`config.mk`:
```
export PLATFORM = sky130hd
export DESIGN_NAME = uart_rx_flat
export DESIGN_NICKNAME = d
export VERILOG_FILES = /design/src/rtl/uart_rx_if.sv /design/src/rtl/uart_rx.sv /design/src/flat_wrapper.sv
export SDC_FILE = /design/constraint.sdc
export NUM_CORES = 1
export LEC_CHECK = 0
export BUFFER_PORTS_ARGS = -buffer_cell sky130_fd_sc_hd__buf_2
export CORE_MARGIN = 2
export CORE_UTILIZATION = 60
export CTS_CLUSTER_DIAMETER = 150
export DETAILED_ROUTE_END_ITERATION = 8
export PLACE_DENSITY_LB_ADDON = 0.08
export SYNTH_ARGS = -nofsm -noshare
export SYNTH_HDL_FRONTEND = slang
export SYNTH_SLANG_ARGS = --single-unit
```
`constraint.sdc`:
```
create_clock -name i_clock -period 3.7 [get_ports i_clock]
set_input_delay 0.37 -clock i_clock [delete_from_list [all_inputs] [get_ports i_clock]]
set_output_delay 0.37 -clock i_clock [all_outputs]
set_load 0.05 [all_outputs]
```
`src/rtl/uart_rx_if.sv`:
```
// Host-side holding-register interface of uart_rx: valid/ready handshake plus status flags.
// UART_RX_PARITY_EN adds the o_parity_error flag.
interface uart_rx_if #(
   parameter int unsigned DATA_BITS = 8
);
   logic [DATA_BITS-1:0] o_data;
   logic                 o_valid;
   logic                 i_ready;
   logic                 o_frame_error;
   logic                 o_overrun;
   logic                 o_busy;
`ifdef UART_RX_PARITY_EN
   logic                 o_parity_error;

   modport master (
      output o_data, o_valid, o_frame_error, o_overrun, o_busy, o_parity_error,
      input  i_ready
   );

   modport slave (
      input  o_data, o_valid, o_frame_error, o_overrun, o_busy, o_parity_error,
      output i_ready
   );
`else
   modport master (
      output o_data, o_valid, o_frame_error, o_overrun, o_busy,
      input  i_ready
   );

   modport slave (
      input  o_data, o_valid, o_frame_error, o_overrun, o_busy,
      output i_ready
   );
`endif
endinterface

```
`src/rtl/uart_rx.sv`:
```
// UART receiver, 16x oversampled, 8N1 by default, one-byte holding register with valid/ready.
// UART_RX_PARITY_EN inserts an even-parity bit between data and stop and adds o_parity_error.
module uart_rx #(
   parameter int unsigned DATA_BITS    = 8,
   parameter int unsigned OVERSAMPLE   = 16,
   parameter int unsigned SAMPLE_POINT = OVERSAMPLE / 2 - 1
) (
   input  logic      i_clock,
   input  logic      i_reset,
   input  logic      i_rxce,
   input  logic      i_rx,
   uart_rx_if.master bus
);
   localparam int unsigned TICK_W = $clog2(OVERSAMPLE);
   localparam int unsigned BIT_W  = $clog2(DATA_BITS + 1);

   localparam logic [TICK_W-1:0] TICK_LAST   = TICK_W'(OVERSAMPLE - 1);
   localparam logic [TICK_W-1:0] TICK_SAMPLE = TICK_W'(SAMPLE_POINT);
   localparam logic [BIT_W-1:0]  BIT_LAST    = BIT_W'(DATA_BITS - 1);

   typedef enum logic [2:0] {
      S_IDLE,
      S_START,
      S_DATA,
`ifdef UART_RX_PARITY_EN
      S_PARITY,
`endif
      S_STOP,
      S_BREAK
   } state_t;

   state_t               state_q, state_d;
   logic [TICK_W-1:0]    tick_q, tick_d;
   logic [BIT_W-1:0]     bit_q, bit_d;
   logic [DATA_BITS-1:0] shift_q, shift_d;
   logic                 rx_meta, rx_sync;
   logic                 deliver_c;
   logic                 accept_c;
`ifdef UART_RX_PARITY_EN
   logic                 parity_q, parity_d;
`endif

   assign accept_c = bus.o_valid & bus.i_ready;

   // Two-flop synchroniser for the asynchronous line, idle high
   always_ff @(posedge i_clock) begin
      if (i_reset) begin
         rx_meta <= 1'b1;
         rx_sync <= 1'b1;
      end else begin
         rx_meta <= i_rx;
         rx_sync <= rx_meta;
      end
   end

   // FSM state, counters, shift register and busy flag
   always_ff @(posedge i_clock) begin
      if (i_reset) begin
         state_q    <= S_IDLE;
         tick_q     <= '0;
         bit_q      <= '0;
         shift_q    <= '0;
         bus.o_busy <= 1'b0;
`ifdef UART_RX_PARITY_EN
         parity_q   <= 1'b0;
`endif
      end else begin
         state_q    <= state_d;
         tick_q     <= tick_d;
         bit_q      <= bit_d;
         shift_q    <= shift_d;
         bus.o_busy <= (state_d != S_IDLE);
`ifdef UART_RX_PARITY_EN
         parity_q   <= parity_d;
`endif
      end
   end

   // Next-state logic; everything advances only on an oversample tick
   always_comb begin
      state_d   = state_q;
      tick_d    = tick_q;
      bit_d     = bit_q;
      shift_d   = shift_q;
      deliver_c = 1'b0;
`ifdef UART_RX_PARITY_EN
      parity_d  = parity_q;
`endif
      if (i_rxce) begin
         case (state_q)
            S_IDLE: begin
               if (!rx_sync) begin
                  state_d = S_START;
                  tick_d  = '0;
               end
            end
            S_START: begin
               if (tick_q == TICK_SAMPLE) begin
                  tick_d  = '0;
                  bit_d   = '0;
                  state_d = rx_sync ? S_IDLE : S_DATA;
               end else begin
                  tick_d = tick_q + TICK_W'(1);
               end
            end
            S_DATA: begin
               if (tick_q == TICK_LAST) begin
                  shift_d = {rx_sync, shift_q[DATA_BITS-1:1]};
                  tick_d  = '0;
                  bit_d   = bit_q + BIT_W'(1);
                  if (bit_q == BIT_LAST) begin
`ifdef UART_RX_PARITY_EN
                     state_d = S_PARITY;
`else
                     state_d = S_STOP;
`endif
                  end
               end else begin
                  tick_d = tick_q + TICK_W'(1);
               end
            end
`ifdef UART_RX_PARITY_EN
            S_PARITY: begin
               if (tick_q == TICK_LAST) begin
                  parity_d = rx_sync;
                  tick_d   = '0;
                  state_d  = S_STOP;
               end else begin
                  tick_d = tick_q + TICK_W'(1);
               end
            end
`endif
            S_STOP: begin
               if (tick_q == TICK_LAST) begin
                  deliver_c = 1'b1;
                  tick_d    = '0;
                  state_d   = rx_sync ? S_IDLE : S_BREAK;
               end else begin
                  tick_d = tick_q + TICK_W'(1);
               end
            end
            S_BREAK: begin
               // Wait for the line to return high so a held-low line cannot restart a frame
               if (rx_sync) state_d = S_IDLE;
            end
            default: state_d = S_IDLE;
         endcase
      end
   end

   // Holding register: load on delivery when free or being read, else flag overrun
   always_ff @(posedge i_clock) begin
      if (i_reset) begin
         bus.o_data         <= '0;
         bus.o_valid        <= 1'b0;
         bus.o_frame_error  <= 1'b0;
         bus.o_overrun      <= 1'b0;
`ifdef UART_RX_PARITY_EN
         bus.o_parity_error <= 1'b0;
`endif
      end else if (deliver_c && (!bus.o_valid || accept_c)) begin
         bus.o_data         <= shift_q;
         bus.o_valid        <= 1'b1;
         bus.o_frame_error  <= ~rx_sync;
         bus.o_overrun      <= 1'b0;
`ifdef UART_RX_PARITY_EN
         bus.o_parity_error <= ^{shift_q, parity_q};
`endif
      end else if (deliver_c) begin
         bus.o_overrun      <= 1'b1;
      end else if (accept_c) begin
         bus.o_valid        <= 1'b0;
         bus.o_frame_error  <= 1'b0;
         bus.o_overrun      <= 1'b0;
`ifdef UART_RX_PARITY_EN
         bus.o_parity_error <= 1'b0;
`endif
      end
   end
endmodule

```
`src/flat_wrapper.sv`:
```
// flat-port wrapper written by rule: the top's interface ports become plain ports
module uart_rx_flat 
#(
   parameter int unsigned DATA_BITS    = 8,
   parameter int unsigned OVERSAMPLE   = 16,
   parameter int unsigned SAMPLE_POINT = OVERSAMPLE / 2 - 1
)
  (i_clock, i_reset, i_rxce, i_rx, bus_o_data, bus_o_valid, bus_o_frame_error, bus_o_overrun, bus_o_busy, bus_i_ready);
  uart_rx_if #(.DATA_BITS(DATA_BITS)) bus_i ();
  input  logic i_clock;
  input  logic i_reset;
  input  logic i_rxce;
  input  logic i_rx;
  output wire logic [$bits(bus_i.o_data)-1:0] bus_o_data;
  output wire logic [$bits(bus_i.o_valid)-1:0] bus_o_valid;
  output wire logic [$bits(bus_i.o_frame_error)-1:0] bus_o_frame_error;
  output wire logic [$bits(bus_i.o_overrun)-1:0] bus_o_overrun;
  output wire logic [$bits(bus_i.o_busy)-1:0] bus_o_busy;
  input wire logic [$bits(bus_i.i_ready)-1:0] bus_i_ready;
  assign bus_o_data = bus_i.o_data;
  assign bus_o_valid = bus_i.o_valid;
  assign bus_o_frame_error = bus_i.o_frame_error;
  assign bus_o_overrun = bus_i.o_overrun;
  assign bus_o_busy = bus_i.o_busy;
  assign bus_i.i_ready = bus_i_ready;
  uart_rx #(.DATA_BITS(DATA_BITS), .OVERSAMPLE(OVERSAMPLE), .SAMPLE_POINT(SAMPLE_POINT)) u_core (.i_clock(i_clock), .i_reset(i_reset), .i_rxce(i_rxce), .i_rx(i_rx), .bus(bus_i));
endmodule
```
==> flow_metrics.tcl, run 1 <==
set metrics [dict create \
    worst_slew_margin_rel 0.583 \
    drt_first_pass_iters 4 \
    grt_start_max_net_pins 32 \
    htree_levels 2 \
    final_hold_viol_count 0 \
    antenna_found_initial 0 \
    hpwlAfterDp_um 1830 \
    post_synth_inst_count 155 \
    dr_wl_met3_um 139 \
    floorplan.rows 17 \
    setup_repair_after_global_routing_missed_its_margin "false" \
    grt_pass1_wl_um 4730 \
    timing.critical_path.slowest_cell_delay_ps 600 \
    cp_top_family "simple AND/OR/NAND/NOR gates" \
    pwr-share-comb 0.037 \
    critical_register_to_register_path_endpoint "u_core.bit_q[0]" \
    maxCapViolCount 0 \
    synth_warnings 0 \
    syn_nets 162 \
    place.gp.congestion 0.795 \
    critical_path.slowest_cell "sky130_fd_sc_hd__or3_1" \
    timing.critical_path.depth 5 \
    total_switching_power_mw 0.144 \
    tightest_slew_ps 621 \
    cts_buffer_depth 2 \
    post_route_fraction_of_the_period_consumed_by_the_critical_path 0.523 \
    grt_pass1_vias 1084 \
    fp.dieArea_um2 2860 \
    pwr-share-seq 0.503 \
    die-height_um 53.5 \
    placeableCoreArea_um2 2250 \
    ctsResizeCount 0 \
    boundaryPins 17 \
    drive_above_1_share 0.182 \
    num_vias 1174 \
    critPathBufInv 0 \
    clock.fmax_mhz 517 \
    placement.io_buffers 16 \
    clock_tree.root_cell "sky130_fd_sc_hd__clkbuf_4" \
    routedLengthMet1_um 1260 \
    cp-start-kind "flop" \
    grtUsageTotal 0.235 \
    areaGrowthSynthToFinish_pct 11.7 \
    cp-endpoint "u_core.bit_q[0]" \
    via_per_inst 5.93 \
    post-cts-setup-buffer-count 0 \
    switching_share 0.201 \
    ir_drop_mv 0.490 \
    detailed_routed_wire_length_on_met2_um 1290 \
    numCtsBuffers 5 \
    critPathKind "flop to flop" \
    totalWireLength_um 2730 \
    clock_transition_at_the_registers_of_the_reported_paths_ps 110 \
    worst-path-max-fanout 9 \
    p_int_mw 0.575 \
    depth_of_the_most_critical_reg_to_reg_path 5 \
    timing.setup.tns_ps 0 \
    status "completed" \
    number_of_sinks_handled_by_clock_tree_synthesis 33 \
    dr.max_layer_used "met4" \
    ratio_of_total_power_to_cell_area_nw_per_um2 438 \
    hp-class "input port to flop" \
    cp_data_required_time_ps 3940 \
    p_clk_frac 0.461 \
    syn_avg_cell_area_um2 9.48 \
    worst_r2r_startpoint "u_core.tick_q[0]" \
    timing.final.crit_period_ps 1930 \
    synth_sequential_area_ratio 0.449 \
    setup_slack_ps 1770 \
    num-nets-final 176 \
    tritoncts "built" \
    timing_max_transition_violations_final 0 \
    drcViolationCount 0 \
    placed_area_um2 1540 \
    syn-cell-area_um2 1470 \
    drt_iter0_markers 35 \
    worstSetupEndpointType "flop" \
    floorplan.initialDensity 0.652 \
    static-leakage-power_nw 0.686 \
    skew_ps 18.9 \
    avgRoutedWirePerCell_um 13.8 \
    count_of_distinct_cell_types_in_the_synthesized_netlist 44 \
    final_setup_vio_count 0 \
    grt.overflow.total 0 \
    insertedDiodeCount 0 \
    ys_ff_latch 33 \
    die_width_um 53.5 \
    worst_skew_pair.late_latency_ps 340 \
    cp_data_arrival_time_ps 2170 \
    pre_cts_setup_slack_ps 1820 \
    final_antenna_net_count 0 \
    fin_area_um2 1640 \
    cts_hold_repair.buffers 0 \
    r2r_setup_slack_ps 1770 \
    timing.critical_path.from "u_core.tick_q[0]" \
    critical_path.cell_chain "ha_1 -> nand3_1 -> or3_1 -> xnor2_1 -> and2_1" \
]
-- per-stage QoR --
step	util	hold slack (ps)	std cells	power (mW)
after floorplan	-	389	155	0.389
after global placement	0.683	399	190	0.395
after detailed placement	0.683	399	190	0.396
after CTS	0.729	206	198	0.727
after global routing	0.729	202	198	0.746
final	0.729	220	198	0.719
-- synth_stat cells --
library cell	count	share of area
sky130_fd_sc_hd__dfxtp_1	33	0.45
sky130_fd_sc_hd__a21boi_1	1	0.0051
sky130_fd_sc_hd__nor3_4	1	0.011
sky130_fd_sc_hd__or2_2	2	0.0085
sky130_fd_sc_hd__a32oi_1	1	0.0060
sky130_fd_sc_hd__a311oi_1	1	0.0060
sky130_fd_sc_hd__nand2_1	5	0.013
sky130_fd_sc_hd__buf_4	2	0.010
sky130_fd_sc_hd__a211oi_1	1	0.0051
sky130_fd_sc_hd__nand2b_1	3	0.013
sky130_fd_sc_hd__buf_2	3	0.010
sky130_fd_sc_hd__a221oi_1	1	0.0060
sky130_fd_sc_hd__o21ai_0	2	0.0068
sky130_fd_sc_hd__a21oi_1	6	0.020
sky130_fd_sc_hd__nor2b_1	3	0.013
sky130_fd_sc_hd__inv_1	2	0.0051
sky130_fd_sc_hd__a21o_1	2	0.010
sky130_fd_sc_hd__nand4_2	1	0.0085
sky130_fd_sc_hd__nand4_1	1	0.0043
sky130_fd_sc_hd__and3b_2	1	0.0068
sky130_fd_sc_hd__ha_1	2	0.017
sky130_fd_sc_hd__nand3b_1	2	0.010
sky130_fd_sc_hd__o22ai_1	1	0.0043
sky130_fd_sc_hd__a31oi_1	3	0.013
sky130_fd_sc_hd__nor4bb_1	1	0.0068
sky130_fd_sc_hd__nor3b_1	2	0.010
sky130_fd_sc_hd__and2_1	1	0.0043
sky130_fd_sc_hd__or4_1	1	0.0051
sky130_fd_sc_hd__mux2_2	1	0.0077
sky130_fd_sc_hd__and3_1	1	0.0043
sky130_fd_sc_hd__a2bb2oi_2	1	0.010
sky130_fd_sc_hd__mux2i_1	18	0.12
sky130_fd_sc_hd__xnor2_1	2	0.012
sky130_fd_sc_hd__a41oi_1	1	0.0060
sky130_fd_sc_hd__a41o_1	1	0.0068
sky130_fd_sc_hd__nor2_1	26	0.066
sky130_fd_sc_hd__clkbuf_1	4	0.010
sky130_fd_sc_hd__or3_1	3	0.013
sky130_fd_sc_hd__a21boi_0	1	0.0051
sky130_fd_sc_hd__o41ai_1	1	0.0060
sky130_fd_sc_hd__nand4b_1	1	0.0060
sky130_fd_sc_hd__o211a_1	1	0.0068
sky130_fd_sc_hd__o31ai_1	1	0.0051
sky130_fd_sc_hd__nand3_1	7	0.024
-- worst min path at each step --
| stage | from | cells past startpoint | slack [ps] | endpoint |
|---|---|---|---|---|
| finish | i_rx | 2 | 220 | u_core.rx_meta |
| global route | i_rx | 2 | 200 | u_core.rx_meta |
| CTS | i_rx | 2 | 210 | u_core.rx_meta |
| detailed placement | u_core.rx_meta | 1 | 400 | u_core.rx_sync |
| global placement | u_core.rx_meta | 1 | 400 | u_core.rx_sync |
| floorplan | u_core.rx_meta | 1 | 390 | u_core.rx_sync |
-- cells by family (layout without fill, tap and decap cells) --
family	after synthesis	after routing	share of synthesized area
compound gates	26	26	0.129
xor+xnor	2	2	0.0119
fa+ha+maj	2	2	0.0170
buf+inv	11	26	0.0357
flops	33	33	0.449
mux	19	19	0.130
simple gates	62	62	0.227
-- layout make-up --
class / instances / area [um2]
multi-input combinational: 111 / 757
sequential: 33 / 661
fill: 185 / 612
timing repair buffer: 16 / 80.1
clock inverter: 3 / 65.1
clock buffer: 5 / 37.5
tap: 28 / 35.0
inverter: 2 / 7.51
-- cells in the final DEF, fill, tap and decap left out, drive strengths merged, types with 2 or more instances in the layout --
cell and count:
nor2 26, a21boi 2, nand3b 2, buf 16, o21ai 2, xnor2 2, inv 2, clkbuf 5
a31oi 3, a21o 2, bufinv 2, mux2i 18, ha 2, nand3 7, or2 2, nand2 5
nor2b 3, or3 3, nand2b 3, nand4 2, nor3b 2, a21oi 6, dfxtp 33
-- worst register-to-register path, cell delays in order, from the launching register on --
cell	delay (ps)
sky130_fd_sc_hd__dfxtp_1	390
sky130_fd_sc_hd__ha_1	320
sky130_fd_sc_hd__nand3_1	150
sky130_fd_sc_hd__or3_1	600
sky130_fd_sc_hd__xnor2_1	210
sky130_fd_sc_hd__and2_1	160
-- routing by layer --
metal / up-vias / global-route usage
li1: 583 / -
met1: 559 / 0.290
met2: 26 / 0.364
met3: 6 / 0.0932
met4: 0 / 0.0983
met5: - / 0
-- flip-flops by register name, indices dropped and copies added (netlist names) --
signal                    cells
u_core.bus.o_data             8
u_core.shift_q                8
u_core.bit_q                  4
u_core.tick_q                 4
u_core.state_q                3
u_core.bus.o_busy             1
u_core.bus.o_frame_error      1
u_core.bus.o_overrun          1
u_core.bus.o_valid            1
u_core.rx_meta                1
u_core.rx_sync                1
-- power groups by stage --
stage | combinational, mW | clock (mW) | sequential [mW]
final | 0.0264 | 0.331 | 0.362
after global routing | 0.0293 | 0.354 | 0.362
after CTS | 0.0261 | 0.339 | 0.362
after detailed placement | 0.0258 | 0 | 0.370
after global placement | 0.0253 | 0 | 0.369
after floorplan | 0.0186 | 0 | 0.370
No activity file was read; power rests on OpenSTA's default activity.
==> run 2: changes to the inputs <==
--- a/config.mk
+++ b/config.mk
@@ -5,9 +5,10 @@
 export SDC_FILE = /design/constraint.sdc
 export NUM_CORES = 1
 export LEC_CHECK = 0
+export ABC_AREA = 1
 export BUFFER_PORTS_ARGS = -buffer_cell sky130_fd_sc_hd__buf_2
 export CORE_MARGIN = 2
-export CORE_UTILIZATION = 60
+export CORE_UTILIZATION = 56
 export CTS_CLUSTER_DIAMETER = 150
 export DETAILED_ROUTE_END_ITERATION = 8
 export PLACE_DENSITY_LB_ADDON = 0.08
==> constraint.sdc (replaced) <==
create_clock -name i_clock -period 2.01 [get_ports i_clock]
set_input_delay 0.201 -clock i_clock [delete_from_list [all_inputs] [get_ports i_clock]]
set_output_delay 0.201 -clock i_clock [all_outputs]
set_load 0.05 [all_outputs]
==> flow_metrics.tcl, run 2 <==
set metrics [dict create \
    depth_of_the_most_critical_reg_to_reg_path 8 \
    grtUsageTotal 0.214 \
    mostFrequentLayoutCell "sky130_fd_sc_hd__nand2_1" \
    status "completed" \
    syn_avg_cell_area_um2 7.16 \
    fp.dieArea_um2 2950 \
    antenna_found_initial 0 \
    p_clk_frac 0.338 \
    dominantRegCellSynth "sky130_fd_sc_hd__dfxtp_1" \
    r2r_setup_slack_ps 360 \
    static-leakage-power_nw 0.694 \
    crit_path_frequent_cell "sky130_fd_sc_hd__nand2_1" \
    placeableCoreArea_um2 2430 \
    syn_nets 205 \
    synth.top_cells.by_area "sky130_fd_sc_hd__dfxtp_1 47%, sky130_fd_sc_hd__nand2_1 14%, sky130_fd_sc_hd__nor2_1 8.2%" \
    tightest_slew_ps 375 \
    worstSetupEndpointType "flop" \
    numCtsBuffers 5 \
    hold-path-cell-count 2 \
    cts_buffer_depth 2 \
    post_layout_nonfiller_instances 247 \
    num-nets-final 223 \
    biggestRegsByFlops "u_core.bus.o_data (8), u_core.shift_q (8)" \
    post-cts-setup-buffer-count 0 \
    synth_top_cells_by_count "53 x sky130_fd_sc_hd__nand2_1, 33 x sky130_fd_sc_hd__dfxtp_1, 31 x sky130_fd_sc_hd__nor2_1, 22 x sky130_fd_sc_hd__a21oi_1, 14 x sky130_fd_sc_hd__inv_1" \
    critPathBufInv 0 \
    boundaryPins 17 \
    synth_warnings 0 \
    via_per_inst 5.15 \
    power_mw 1.06 \
    timing.setup.tns_ps 0 \
    post_synth_inst_count 198 \
    worst_skew_pair.late_latency_ps 340 \
    placement.io_buffers 16 \
    timing_max_transition_violations_final 0 \
    layout_common_cells "53 x sky130_fd_sc_hd__nand2_1, 33 x sky130_fd_sc_hd__dfxtp_1, 31 x sky130_fd_sc_hd__nor2_1" \
    drt_first_pass_iters 4 \
    ratio_of_total_power_to_cell_area_nw_per_um2 680 \
    skew_ps 13.8 \
    cp_data_required_time_ps 2240 \
    maxCapViolCount 0 \
    cts_hold_repair.buffers 0 \
    p_int_mw 0.803 \
    critical_path.slowest_cell "sky130_fd_sc_hd__dfxtp_1" \
    post_route_fraction_of_the_period_consumed_by_the_critical_path 0.822 \
    hpwlAfterDp_um 2000 \
    critical_path.cell_chain "ha_1 -> nand3_2 -> nor2_2 -> nand2_1 -> nand2_1 -> nand2_1 -> nor2_1 -> nor3_1" \
    floorplan.initialDensity 0.583 \
    total_switching_power_mw 0.259 \
    critPathKind "flop to flop" \
    timing.critical_path.slowest_cell_delay_ps 390 \
    hp-class "input port to flop" \
    die-height_um 54.3 \
    clock_tree.root_cell "sky130_fd_sc_hd__clkbuf_4" \
    syn-cell-area_um2 1420 \
    grt_start_max_net_pins 19 \
    timing.final.crit_period_ps 1650 \
    filler_cell_count 223 \
    cp-start-kind "flop" \
    dp_cells 239 \
    final_antenna_net_count 0 \
    grt_pass1_vias 1055 \
    cp_top_family "simple AND/OR/NAND/NOR gates" \
    number_of_sinks_handled_by_clock_tree_synthesis 33 \
    pwr-share-seq 0.621 \
    switching_share 0.244 \
    worst_min_delay_path_endpoint "u_core.rx_meta" \
    synth_top_cell_area_share 0.466 \
    critical_register_to_register_path_endpoint "u_core.bit_q[3]" \
    num_vias 1272 \
    grt_pass1_wl_um 4410 \
    worst_r2r_startpoint "u_core.tick_q[0]" \
    synth_sequential_area_ratio 0.466 \
    areaGrowthSynthToFinish_pct 10.2 \
    finalCoreUtilization 0.642 \
    count_of_distinct_cell_types_in_the_synthesized_netlist 26 \
    htree_levels 2 \
    totalWireLength_um 2740 \
    drcViolationCount 0 \
    floorplan.rows 18 \
    async_flop_share 0 \
    synth_edf_count 0 \
    tritoncts "built" \
    drt_iter0_markers 32 \
    avgRoutedWirePerCell_um 11.1 \
    drive_above_1_share 0.171 \
    final_setup_vio_count 0 \
    cp_data_arrival_time_ps 1880 \
    final_hold_viol_count 0 \
    grt.overflow.total 0 \
    pwr-share-comb 0.041 \
    insertedDiodeCount 0 \
    die_width_um 54.3 \
    worst-path-max-fanout 11 \
    synth.most_common_cell "sky130_fd_sc_hd__nand2_1" \
    clock.fmax_mhz 606 \
    ys_ff_latch 33 \
    ir_drop_mv 0.459 \
    synth.largest_area_cell "sky130_fd_sc_hd__dfxtp_1" \
    ctsResizeCount 0 \
    place.gp.congestion 0.922 \
    setup_repair_after_global_routing_missed_its_margin "false" \
    clock_transition_at_the_registers_of_the_reported_paths_ps 110 \
    hold_path.startpoint "i_rx" \
    worst_slew_margin_rel 0.750 \
]
## run 2: cell types whose count changed after synthesis, sizes merged, moves of 8 or more
cell	previous run	this run
mux2i	18	0
inv	2	17
nor2	26	34
nand2	5	56
a21oi	6	22
o21ai	2	10
## run 2: stage by stage
| step | area (um2) | worst slack, ps | hold slack (ps) |
|---|---|---|---|
| 3_5_place_dp | 1510 | 398 | 390 |
| 5_1_grt | 1560 | 138 | 23.0 |
| 3_3_place_gp | 1510 | 452 | 387 |
| 2_1_floorplan | 1420 | 704 | 305 |
| 4_1_cts | 1560 | 373 | 41.3 |
| 6_report | 1560 | 359 | 45.9 |
## run 2: kinds of logic (layout without fill, tap and decap cells)
group	after synthesis	in the layout	synth area share
flops	33	33	0.466
fa+ha+maj	2	2	0.0176
compound gates	37	37	0.139
buf+inv	23	42	0.0697
simple gates	103	103	0.308
## run 2: routing by layer
metal  vias to the layer above  track usage  part of all wire
li1                        674            -                 -
met1                       558        0.261              0.50
met2                        34        0.337              0.43
met3                         6       0.0820             0.057
met4                         0       0.0875             0.015
met5                         -            0                 0
## run 2: power by group through the flow
| stage | registers (mW) | logic, mW | clock network, mW |
|---|---|---|---|
| 6_report | 0.660 | 0.0438 | 0.359 |
| 5_1_grt | 0.661 | 0.0491 | 0.401 |
| 4_1_cts | 0.660 | 0.0435 | 0.370 |
| 3_5_place_dp | 0.675 | 0.0434 | 0 |
| 3_3_place_gp | 0.675 | 0.0424 | 0 |
| 2_1_floorplan | 0.677 | 0.0312 | 0 |
## run 2: final cells by class
type	instances	area [um2]	area share
Clock buffer	6	41.3	0.0264
Clock inverter	2	10.0	0.00641
Inverter	18	75.1	0.0480
Multi-Input combinational cell	142	658	0.421
Tap cell	30	37.5	0.0240
Sequential cell	33	661	0.423
Timing Repair Buffer	16	80.1	0.0512
## run 2: how the worst max path moves through the flow
stage                                    end  slack [ps]  cells past startpoint          startpoint
detailed placement           u_core.bit_q[3]         400                      8    u_core.tick_q[1]
global route                 u_core.bit_q[3]         140                      8    u_core.tick_q[0]
global placement             u_core.bit_q[3]         450                      8    u_core.tick_q[0]
floorplan           u_core.bus.o_frame_error         700                      5  u_core.bus.o_valid
finish                       u_core.bit_q[3]         360                      8    u_core.tick_q[0]
CTS                          u_core.bit_q[1]         370                      7    u_core.tick_q[1]
==> run 3: changes to the inputs <==
==> constraint.sdc (replaced) <==
create_clock -name i_clock -period 1.6 [get_ports i_clock]
set_input_delay 0.16 -clock i_clock [delete_from_list [all_inputs] [get_ports i_clock]]
set_output_delay 0.16 -clock i_clock [all_outputs]
set_load 0.05 [all_outputs]
==> flow_metrics.tcl, run 3 (synthesis results as in run 2) <==
set metrics [dict create \
    timing.critical_path.slowest_cell_delay_ps 380 \
    final.hold.worst_slack_ps 157 \
    maxCapViolCount 0 \
    htree_levels 2 \
    place.gp.congestion 0.959 \
    worst-path-max-fanout 10 \
    timing.final.crit_period_ps 1470 \
    critical_register_to_register_path_endpoint "u_core.bit_q[0]" \
    final_antenna_net_count 0 \
    timing_max_transition_violations_final 0 \
    cts_buffer_depth 2 \
    die_width_um 54.3 \
    cp_data_arrival_time_ps 1740 \
    grt_pass1_wl_um 4820 \
    grt_start_max_net_pins 19 \
    cp_data_required_time_ps 1870 \
    ratio_of_total_power_to_cell_area_nw_per_um2 944 \
    skew_ps 5.60 \
    final_setup_vio_count 0 \
    worstSetupEndpointType "flop" \
    worst_r2r_startpoint "u_core.tick_q[0]" \
    tritoncts "built" \
    grt_pass1_vias 1122 \
    critPathKind "flop to flop" \
    power_mw 1.55 \
    worst_skew_pair.late_latency_ps 330 \
    avgRoutedWirePerCell_um 12.3 \
    mostFrequentLayoutCell "sky130_fd_sc_hd__nand2_1" \
    filler_cell_count 235 \
    drt_iter0_markers 37 \
    crit_path_frequent_cell "sky130_fd_sc_hd__nand2_1" \
    critical_path.cell_chain "ha_2 -> nand3_2 -> nor2_4 -> nand2_1 -> buf_4 -> inv_4 -> nand2_1 -> a21oi_1" \
    via_per_inst 5.23 \
    numCtsBuffers 5 \
    hpwlAfterDp_um 2220 \
    layout_common_cells "52 x sky130_fd_sc_hd__nand2_1, 31 x sky130_fd_sc_hd__nor2_1, 31 x sky130_fd_sc_hd__dfxtp_1" \
    insertedDiodeCount 0 \
    clock_tree.root_cell "sky130_fd_sc_hd__clkbuf_4" \
    critical_path.slowest_cell "sky130_fd_sc_hd__dfxtp_4" \
    floorplan.rows 18 \
    clock.fmax_mhz 679 \
    drt_first_pass_iters 4 \
    status "completed" \
    die-height_um 54.3 \
    tightest_slew_ps 422 \
    number_of_sinks_handled_by_clock_tree_synthesis 33 \
    worst_min_delay_path_endpoint "u_core.bus.o_frame_error" \
    worst_slew_margin_rel 0.719 \
    hp-class "input port to flop" \
    hold_path.startpoint "bus_i_ready" \
    drive_above_1_share 0.196 \
    antenna_found_initial 0 \
    grtUsageTotal 0.238 \
    num-nets-final 225 \
    areaGrowthSynthToFinish_pct 15.5 \
    totalWireLength_um 3060 \
    floorplan.initialDensity 0.583 \
    clock_transition_at_the_registers_of_the_reported_paths_ps 100 \
    r2r_setup_slack_ps 130 \
    post_route_fraction_of_the_period_consumed_by_the_critical_path 0.921 \
    biggestRegsByFlops "u_core.bus.o_data (8), u_core.shift_q (8)" \
    fp.dieArea_um2 2950 \
    drcViolationCount 0 \
    boundaryPins 17 \
    ir_drop_mv 0.692 \
    placeableCoreArea_um2 2430 \
    grt.overflow.total 0 \
    final_hold_viol_count 0 \
    cp-start-kind "flop" \
    static-leakage-power_nw 0.714 \
    depth_of_the_most_critical_reg_to_reg_path 8 \
    num_vias 1303 \
    hold-path-cell-count 4 \
    placement.io_buffers 16 \
]
==> run 3: cell count changes in the layout (fill, tap and decap cells not counted), sizes merged <==
| cell | before | now |
|---|---|---|
| clkbuf | 6 | 7 |
| bufinv | 0 | 1 |
| clkinv | 3 | 1 |
| buf | 16 | 17 |
| dlygate4sd3 | 0 | 1 |
==> run 3: layout make-up <==
type | count | area [um2] | share of cell area
Sequential cell | 33 | 666 | 0.406
Multi-Input combinational cell | 142 | 677 | 0.413
Timing Repair Buffer | 18 | 97.6 | 0.0596
Tap cell | 30 | 37.5 | 0.0229
Clock inverter | 1 | 30.0 | 0.0183
Clock buffer | 7 | 55.1 | 0.0336
Inverter | 18 | 75.1 | 0.0458
==> run 3: worst max path at each step <==
stage          depth (start not counted)                from                  endpoint
2_1_floorplan                          5  u_core.bus.o_valid  u_core.bus.o_frame_error
3_3_place_gp                          10    u_core.tick_q[0]         u_core.bus.o_busy
3_5_place_dp                           8    u_core.tick_q[0]           u_core.bit_q[3]
4_1_cts                                8    u_core.tick_q[0]           u_core.bit_q[3]
5_1_grt                                8    u_core.tick_q[0]           u_core.bit_q[3]
6_report                               8    u_core.tick_q[0]           u_core.bit_q[0]
==> run 3: metal layers <==
metal | routed length, um | up-vias | GRT usage
li1 | - | 675 | -
met1 | 1350 | 585 | 0.278
met2 | 1500 | 38 | 0.386
met3 | 171 | 5 | 0.0984
met4 | 36 | 0 | 0.0917
met5 | 0 | - | 0
==> run 3: per-stage QoR <==
stage	setup WS, ps	setup TNS [ps]	std cells	instance area, um2	utilization
final	127	0	249	1640	0.673
after global routing	-3.72	-3.72	249	1640	0.673
after CTS	63.5	0	248	1600	0.659
after detailed placement	79.9	0	240	1520	0.624
after global placement	162	0	240	1520	0.624
after floorplan	294	0	198	1420	-
==> run 3: power by group <==
part | total [mW] | internal (mW) | switching, mW
logic | 0.0590 | 0.0180 | 0.0410
registers | 0.828 | 0.825 | 0.00327
clock network | 0.659 | 0.373 | 0.286
total | 1.55 | 1.22 | 0.330
==> run 3: worst max-delay path: cells and delay by family (launching register included) <==
kind	cells	cell delay, ps
AND/OR/NAND/NOR	4	410
AO/OA/AOI/OAI	1	130
buffers and inverters	2	290
flip-flops	1	380
adder cells (fa/ha/maj)	1	200
==> run 3: repair_timing <==
| item | CTS | global route |
|---|---|---|
| setup endpoints to repair | 0 | 21 |
| resized for setup | 0 | 8 |
| hold endpoints to repair | 0 | 1 |
| setup buffers | 0 | 0 |
| hold buffers | 0 | 1 |
